$ cat src/rtl/p405s_spr_dcr_xfer.sv
// SPR/DCR transfer unit: decodes execute-stage SPR/DCR requests into one-hot SPR
// strobes or a DCR handshake with acknowledge timeout, and returns read data.
module p405s_spr_dcr_xfer #(
  parameter int DATA_W = 32,
  parameter int ADDR_W = 10,
  parameter int NCH    = 4,
  parameter int TMO    = 32
) (
  input  logic                  CB,
  input  logic                  resetCore_NEG,
  input  logic                  exeSprUnitEn_NEG,
  input  logic                  exeSprDataEn_NEG,
  input  logic                  exeDcrOp,
  input  logic [0:DATA_W-1]     aBus,
  input  logic [0:ADDR_W-1]     bBus,
  input  logic [0:NCH*DATA_W-1] sprRdDataBus,
  input  logic                  dcrAck,
  input  logic [0:DATA_W-1]     dcrRdData,
  output logic [0:ADDR_W-1]     EXE_sprAddr,
  output logic [0:DATA_W-1]     EXE_sprDataBus,
  output logic [0:NCH-1]        EXE_sprWrStb,
  output logic [0:NCH-1]        EXE_sprRdStb,
  output logic                  EXE_dcrReq,
  output logic                  EXE_dcrWrite,
  output logic [0:ADDR_W-1]     EXE_dcrAddr,
  output logic [0:DATA_W-1]     EXE_dcrDataBus,
  output logic                  exeSprBusy,
  output logic                  exeSprDone,
  output logic [0:DATA_W-1]     exeRdData,
  output logic                  exeDcrTimeout
);

  localparam int CW = $clog2(NCH);

  typedef enum logic [2:0] {
    IDLE     = 3'd0,
    SPR_ACC  = 3'd1,
    SPR_RET  = 3'd2,
    DCR_WAIT = 3'd3,
    DONE     = 3'd4
  } state_t;

  state_t              r_state;
  state_t              w_state_next;
  logic [0:ADDR_W-1]   r_addr;
  logic [0:DATA_W-1]   r_wdata;
  logic                r_wr;
  logic                r_dcr;
  logic                r_pend;
  logic [7:0]          r_cnt;
  logic [0:DATA_W-1]   r_rdata;
  logic                r_tmo;

  logic                w_accept;
  logic                w_tmo_hit;
  logic [0:NCH-1]      w_sel;
  logic [0:DATA_W-1]   w_ch_data [NCH];
  logic [0:DATA_W-1]   w_rd_sel;

  genvar gi;
  generate
    for (gi = 0; gi < NCH; gi++) begin : g_ch
      assign w_sel[gi]     = (r_addr[0:CW-1] == CW'(gi));
      assign w_ch_data[gi] = sprRdDataBus[gi*DATA_W +: DATA_W];
    end
  endgenerate

  assign w_rd_sel  = w_ch_data[r_addr[0:CW-1]];
  assign w_accept  = !exeSprUnitEn_NEG && (r_state == IDLE || r_state == SPR_ACC);
  assign w_tmo_hit = (r_cnt == 8'(TMO - 1));

  always_ff @(posedge CB or negedge resetCore_NEG) begin
    if (!resetCore_NEG) begin
      r_state <= IDLE;
      r_addr  <= '0;
      r_wdata <= '0;
      r_wr    <= 1'b0;
      r_dcr   <= 1'b0;
      r_pend  <= 1'b0;
      r_cnt   <= 8'd0;
      r_rdata <= '0;
      r_tmo   <= 1'b0;
    end else begin
      r_state <= w_state_next;
      if (w_accept) begin
        r_addr  <= bBus;
        r_wdata <= aBus;
        r_dcr   <= exeDcrOp;
        r_wr    <= !exeSprDataEn_NEG;
      end
      // A request taken while an SPR read is in SPR_ACC is held until SPR_RET ends.
      r_pend <= (r_state == SPR_ACC) && !r_wr && w_accept;
      if (w_accept)
        r_cnt <= 8'd0;
      else if (r_state == DCR_WAIT)
        r_cnt <= r_cnt + 8'd1;
      if (r_state == SPR_ACC && !r_wr) begin
        r_rdata <= w_rd_sel;
      end else if (r_state == DCR_WAIT && dcrAck) begin
        r_rdata <= r_wr ? '0 : dcrRdData;
        r_tmo   <= 1'b0;
      end else if (r_state == DCR_WAIT && w_tmo_hit) begin
        r_rdata <= '0;
        r_tmo   <= 1'b1;
      end
    end
  end

  always_comb begin
    w_state_next = r_state;
    case (r_state)
      IDLE:
        if (w_accept) w_state_next = exeDcrOp ? DCR_WAIT : SPR_ACC;
      SPR_ACC:
        if (!r_wr)         w_state_next = SPR_RET;
        else if (w_accept) w_state_next = exeDcrOp ? DCR_WAIT : SPR_ACC;
        else               w_state_next = IDLE;
      SPR_RET:
        if (r_pend) w_state_next = r_dcr ? DCR_WAIT : SPR_ACC;
        else        w_state_next = IDLE;
      DCR_WAIT:
        if (dcrAck || w_tmo_hit) w_state_next = DONE;
      DONE:
        w_state_next = IDLE;
      default:
        w_state_next = IDLE;
    endcase
  end

  always_comb begin
    EXE_sprAddr    = '0;
    EXE_sprDataBus = '0;
    EXE_sprWrStb   = '0;
    EXE_sprRdStb   = '0;
    EXE_dcrReq     = 1'b0;
    EXE_dcrWrite   = 1'b0;
    EXE_dcrAddr    = '0;
    EXE_dcrDataBus = '0;
    exeSprBusy     = 1'b0;
    exeSprDone     = 1'b0;
    exeRdData      = '0;
    exeDcrTimeout  = 1'b0;
    case (r_state)
      SPR_ACC: begin
        EXE_sprAddr    = r_addr;
        EXE_sprDataBus = r_wdata;
        if (r_wr) begin
          EXE_sprWrStb = w_sel;
          exeSprDone   = 1'b1;
        end else begin
          EXE_sprRdStb = w_sel;
        end
      end
      SPR_RET: begin
        exeSprBusy = 1'b1;
        exeSprDone = 1'b1;
        exeRdData  = r_rdata;
      end
      DCR_WAIT: begin
        exeSprBusy     = 1'b1;
        EXE_dcrReq     = 1'b1;
        EXE_dcrWrite   = r_wr;
        EXE_dcrAddr    = r_addr;
        EXE_dcrDataBus = r_wdata;
      end
      DONE: begin
        exeSprBusy    = 1'b1;
        exeSprDone    = 1'b1;
        exeRdData     = r_rdata;
        exeDcrTimeout = r_tmo;
      end
      default: ;
    endcase
  end

endmodule
$ cat config.mk
export PLATFORM = sky130hd
export DESIGN_NAME = p405s_spr_dcr_xfer
export DESIGN_NICKNAME = d
export VERILOG_FILES = /design/src/rtl/p405s_spr_dcr_xfer.sv
export SDC_FILE = /design/constraint.sdc
export NUM_CORES = 1
export LEC_CHECK = 0
export BUFFER_PORTS_ARGS = -buffer_cell sky130_fd_sc_hd__buf_4
export CELL_PAD_IN_SITES_DETAIL_PLACEMENT = 2
export CELL_PAD_IN_SITES_GLOBAL_PLACEMENT = 2
export CORE_UTILIZATION = 22
export CTS_CLUSTER_DIAMETER = 40
export DETAILED_ROUTE_END_ITERATION = 6
export MAX_ROUTING_LAYER = met4
export PLACE_DENSITY_LB_ADDON = 0.1
export SKIP_CTS_REPAIR_TIMING = 1
export SYNTH_ARGS = -nofsm -noshare
export SYNTH_HDL_FRONTEND = slang
export SYNTH_SLANG_ARGS = --single-unit
$ cat constraint.sdc
create_clock -name CB -period 1.65 [get_ports CB]
set_clock_uncertainty 0.2 [all_clocks]
set_input_delay 0 -clock CB [delete_from_list [all_inputs] [get_ports CB]]
set_output_delay 0 -clock CB [all_outputs]
set_load 0.01 [all_outputs]
**Word level (Yosys, flattened, before mapping)**

Index checks and enable logic that the tools add are counted.
Widths: inputs -> output; s select.

- Memory bits (writable): 0
- Output and inout bits: 129
- Bits in latches: 0
- Logic and storage cells: 76
- Register bits after elaboration: 89
- ROM bits: 0
- Input bits: 208
- Memories kept: 0

- Multiplexer cells: 34
- Eq/ne operators: 10
- Div/mod/pow operators: 0
- Add/sub/neg operators: 1
- Reductions and logical operators: 19
- Bitwise gates (word level): 2
- Shifts and indexed selects: 0
- Multipliers: 0
- Magnitude comparators: 1

Operator list:

| kind | number |
|---|---|
| $mux 32 | 9 |
| $bmux 32 s2 | 1 |
| $mux 10 | 2 |
| $mux 4 | 4 |
| $mux 8 | 2 |
| $pmux 3 s4 | 1 |
| $mux 2 | 5 |
| $add 8x1->8 const B | 1 |
| $eq 8x5->1 const B | 1 |
| $mux 1 | 7 |
| $eq 3x2->1 const B | 2 |
| $mux 3 | 2 |
| $logic_and 1x1->1 | 5 |
| $eq 2x2->1 const B | 2 |
| $reduce_and 2->1 | 2 |
| $reduce_bool 2->1 | 2 |
| $eq 3x1->1 const B | 1 |
| $eq 3x3->1 const B | 1 |
| $ge 3x3->1 const B | 1 |
| $logic_not 1->1 | 3 |
| $logic_not 3->1 | 1 |
| $not 2->3 | 1 |
| $reduce_bool 3->1 | 1 |
| $reduce_or 3->1 | 1 |
| 8 further kinds | 9 |

**Logic depth before layout (Yosys ltp)**

- Depth in word-level cells: 6
- Gate-level depth with buffers: 7
- Gate-level depth less buffers: 5

**Worst setup path after synthesis**

OpenSTA, ideal clock, no wires.

- Path kind: reg-to-reg
- Start point: reg r_state[1]
- End point: reg r_addr[0] (netlist bit)
- Data required time: 1.325 ns
- Buffers on the path: 2
- Period minus slack after synthesis: 1.721 ns
- Library setup time: 0.125 ns
- Slack: -0.071 ns
- Stages on the path, launching flop included: 5
- Arrival: 1.397 ns
- Cell sequence: dfrtp_1 buf_4 nor3_4 buf_4 mux2_2

- Longest elaborated chain between the ends: 3
- Elaborated cells on any way between the ends: 4
- Those cells by class: 1 x eq/ne; 3 x reduce/logical

RTL lines:

| element | line | text |
|---|---|---|
| start, declared | 43 | `state_t r_state;` |
| start signal, assigned | 84 | `r_state <= w_state_next;` |
| $eq 3x1->1 or $logic_not 3->1 (tied branches) | 69 | `assign w_accept = !exeSprUnitEn_NEG && (r_state == IDLE \|\| r_state == SPR_ACC);` |
| $logic_or 1x1->1 * | 69 |  |
| $logic_and 1x1->1 * | 69 |  |
| end signal, assigned | 86 | `r_addr <= bBus;` |
| end, declared | 45 | `logic [0:ADDR_W-1] r_addr;` |

Every way passes the cells marked *; elsewhere a longest branch is shown, timed or not.
A chain may end at the register's enable or synchronous reset.

**Final worst setup path**

- Start point: reg r_state[1]
- End point: out EXE_dcrDataBus[7] (netlist bit)

- Longest elaborated chain between the ends: 2

RTL lines:

| element | line | text |
|---|---|---|
| $eq 3x2->1 | 143 | `case (r_state)` |
| $mux 32 | 143 |  |
| end, declared | 26 | `output logic [0:DATA_W-1] EXE_dcrDataBus,` |

No other way between the ends.

==> out/results.ini <==
[run_status]
status=finished, violations left
violations=hold timing, setup timing

[grt]
grt_max_degree=57
antenna_found_initial=4
track_usage_pct=19.0
overflow=0
grt_pass1_vias=6214
grt_pass1_wl_mm=36.1

[critical_path]
crit_end=EXE_dcrDataBus[7]
crit_type=flop to output pin
r2r_slack_ps=-310
cp-start-kind=flop
required_ps=1450
cpPeakStageDelay_ps=440
startpoint=r_state[1]
reg2regPathDepth=5
worstPathMaxFanout=4
slowest_stage=dfrtp_2
cp-end-kind=output pin
critPathArrivalTime_ps=1840
r2r_start=r_state[2]
r2r_end=r_wdata[8]
path_cells=buf_6 > nand3b_4 > clkinvlp_4 > clkbuf_16 > clkbuf_16 > and2_4 > buf_6

[place]
hpwl_mm=18.2
dp.cells=1179
post-place-ws_ps=-241
port_buffers=336
gp_congestion=0.917

[clock_network]
root_buffer=clkbuf_16
cts_made_buffers=9
cts_num_sinks=89
htreeDepth=3
cts_buffer_depth=2
clkTransAtPathRegs_ps=70
tritoncts=done
clk_latency_ps=350

[pwr]
p_seq_share_pct=22.2
pwr-share-comb_pct=65.6
ir_drop_uv=672
power.share.clock_pct=12.2
power_switching_mw=7.11
switching_share_pct=38.1
p_per_area_mw_per_mm2=1590
power.leakage_nw=5.35
p_int_mw=11.5

[drt]
drc=0
drt_iter0_drc=197
wl_mm=32.3
wl_per_cell_um=23.4
drtPass1Iterations=4
vias=6357
vias_per_cell=4.60
ant_nets=0

[logic_synthesis]
synth_area_leaders=dfrtp_1 41%, mux4_2 13%, and2_1 13%
synth_nets=726
yosysWarnings=0
synth.most_common_cell=and2_1
async_reset_ff_share_pct=100
synthCells=517
synth_area_per_cell_um2=10.5
synth.largest_area_cell=dfrtp_1
seq_area_frac_synth_pct=41.0
ys_types=40
synth_top_area_share_pct=41.0
synthFlopType=dfrtp_1
synthTopCellsByCount=112 x and2_1, 89 x dfrtp_1, 45 x nor2_1
synth_seq_cells=89
netlist_area_mm2=0.00544
synth-edff-count=0

[floorplanning]
die-area_mm2=0.0253
core_area_mm2=0.0242
fp.dieW_um=159
die_height_um=159
io_pins=337
rows=57
initial_core_util_pct=22.4

[sta]
hold_viol=10
fin_crit_ps=2040
worstMarginPinSlew_ps=354
hold_ws_ps=-57.0
final_max_slew_viol_count=0
setup_slack_ps=-394
rsz0062_at_grt=yes
setup_viol=215
period_share_pct=124
relSlewSlack_pct=76.4
fmax_mhz=489

[final_layout]
final_layout_size_suffix_gt1_share_pct=56.6
area_delta_synth_final_pct=115
final_cells=1382
nNetsFinal=1259
num-fill-cells=2467
utilization_pct=48.3
multi_input_area_mm2=0.00327
seq_area_mm2=0.00223

[hold_path]
holdCritPathClass=input pin to flop
holdPathStages=4

[job]
max_cap_violations=0

## how the worst min path moves through the flow
stage,from,to,slack [ps]
global route,sprRdDataBus[12],r_rdata[12],-8
finish,sprRdDataBus[12],r_rdata[12],-60
detailed placement,resetCore_NEG,r_rdata[15],-210
CTS,resetCore_NEG,r_rdata[15],-590
floorplan,resetCore_NEG,r_addr[0],-500
global placement,resetCore_NEG,r_rdata[15],-210
## through the flow
stage | hold slack, ps | total power [mW] | instance area, um^2 | TNS (ps)
floorplan | -496 | 8.40 | 5440 | -1350
global placement | -208 | 12.3 | 8650 | -9010
detailed placement | -207 | 12.6 | 8650 | -15680
CTS | -591 | 15.0 | 8970 | -59160
global route | -7.78 | 19.7 | 11700 | -68360
finish | -57.0 | 18.7 | 11700 | -55360
## cell type report
type,instances,share of cell area [%]
Sequential cell,89,19.1
Clock inverter,7,0.802
Antenna cell,3,0.0642
Inverter,7,0.257
Clock buffer,9,1.92
Multi-Input combinational cell,379,28.0
Timing Repair Buffer,564,46.4
Tap cell,324,3.46
## metal layers
metal | vias up | share of wire (%) | wire, um | GRT usage [%]
met2 | 262 | 54 | 17400 | 33.4
met3 | 38 | 5.7 | 1850 | 5.37
met1 | 3183 | 39 | 12500 | 21.2
li1 | 2874 | - | - | -
met5 | - | 0 | 0 | -
met4 | 0 | 1.9 | 620 | 4.33
## cells by family after synthesis
logic type / Yosys count / share of synthesized area (%)
muxes: 76 / 22.4
adders and majority gates: 1 / 0.230
xor gates and xnor gates: 7 / 1.27
and+or+nand+nor: 221 / 22.7
buffers and inverters: 49 / 4.51
AOI/OAI and AO/OA: 74 / 7.92
DFF: 89 / 41.0
## power groups by stage
stage / Combinational, mW / Clock (mW) / Sequential (mW)
2_1_floorplan: 4.78 / 0 / 3.62
3_3_place_gp: 8.43 / 0 / 3.89
3_5_place_dp: 8.63 / 0 / 3.98
4_1_cts: 8.67 / 2.36 / 3.96
5_1_grt: 12.9 / 2.43 / 4.28
6_report: 12.2 / 2.28 / 4.14
## flip-flops by register name, summed over array words and instances (netlist names)
| signal | cells |
|---|---|
| r_rdata | 32 |
| r_state | 3 |
| r_wr | 1 |
| r_addr | 10 |
| r_wdata | 32 |
| r_pend | 1 |
| r_dcr | 1 |
| r_cnt | 8 |
| r_tmo | 1 |
## critical path, delay by kind of cell (launching register included)
kind                   cells  cell delay, ps
buffers and inverters      5             810
flip-flops                 1             440
AND/OR/NAND/NOR            2             250
## placed cells by master (no fill, tap or decap), types with 4 or more instances in the layout
cell	count
buf_8	4
nor2_1	38
dfrtp_1	85
dlygate4sd3_1	144
clkbuf_16	24
o21ai_0	29
and2_4	61
nor2_4	7
buf_4	300
and2_1	51
buf_12	19
nand2_1	32
mux2_4	10
a31oi_1	26
buf_6	82
nor3_1	9
inv_1	6
a22oi_1	5
mux2_2	31
dfrtp_2	4
mux4_2	32
o21ai_1	5
Note: power is estimated with default switching activity, not from simulation.
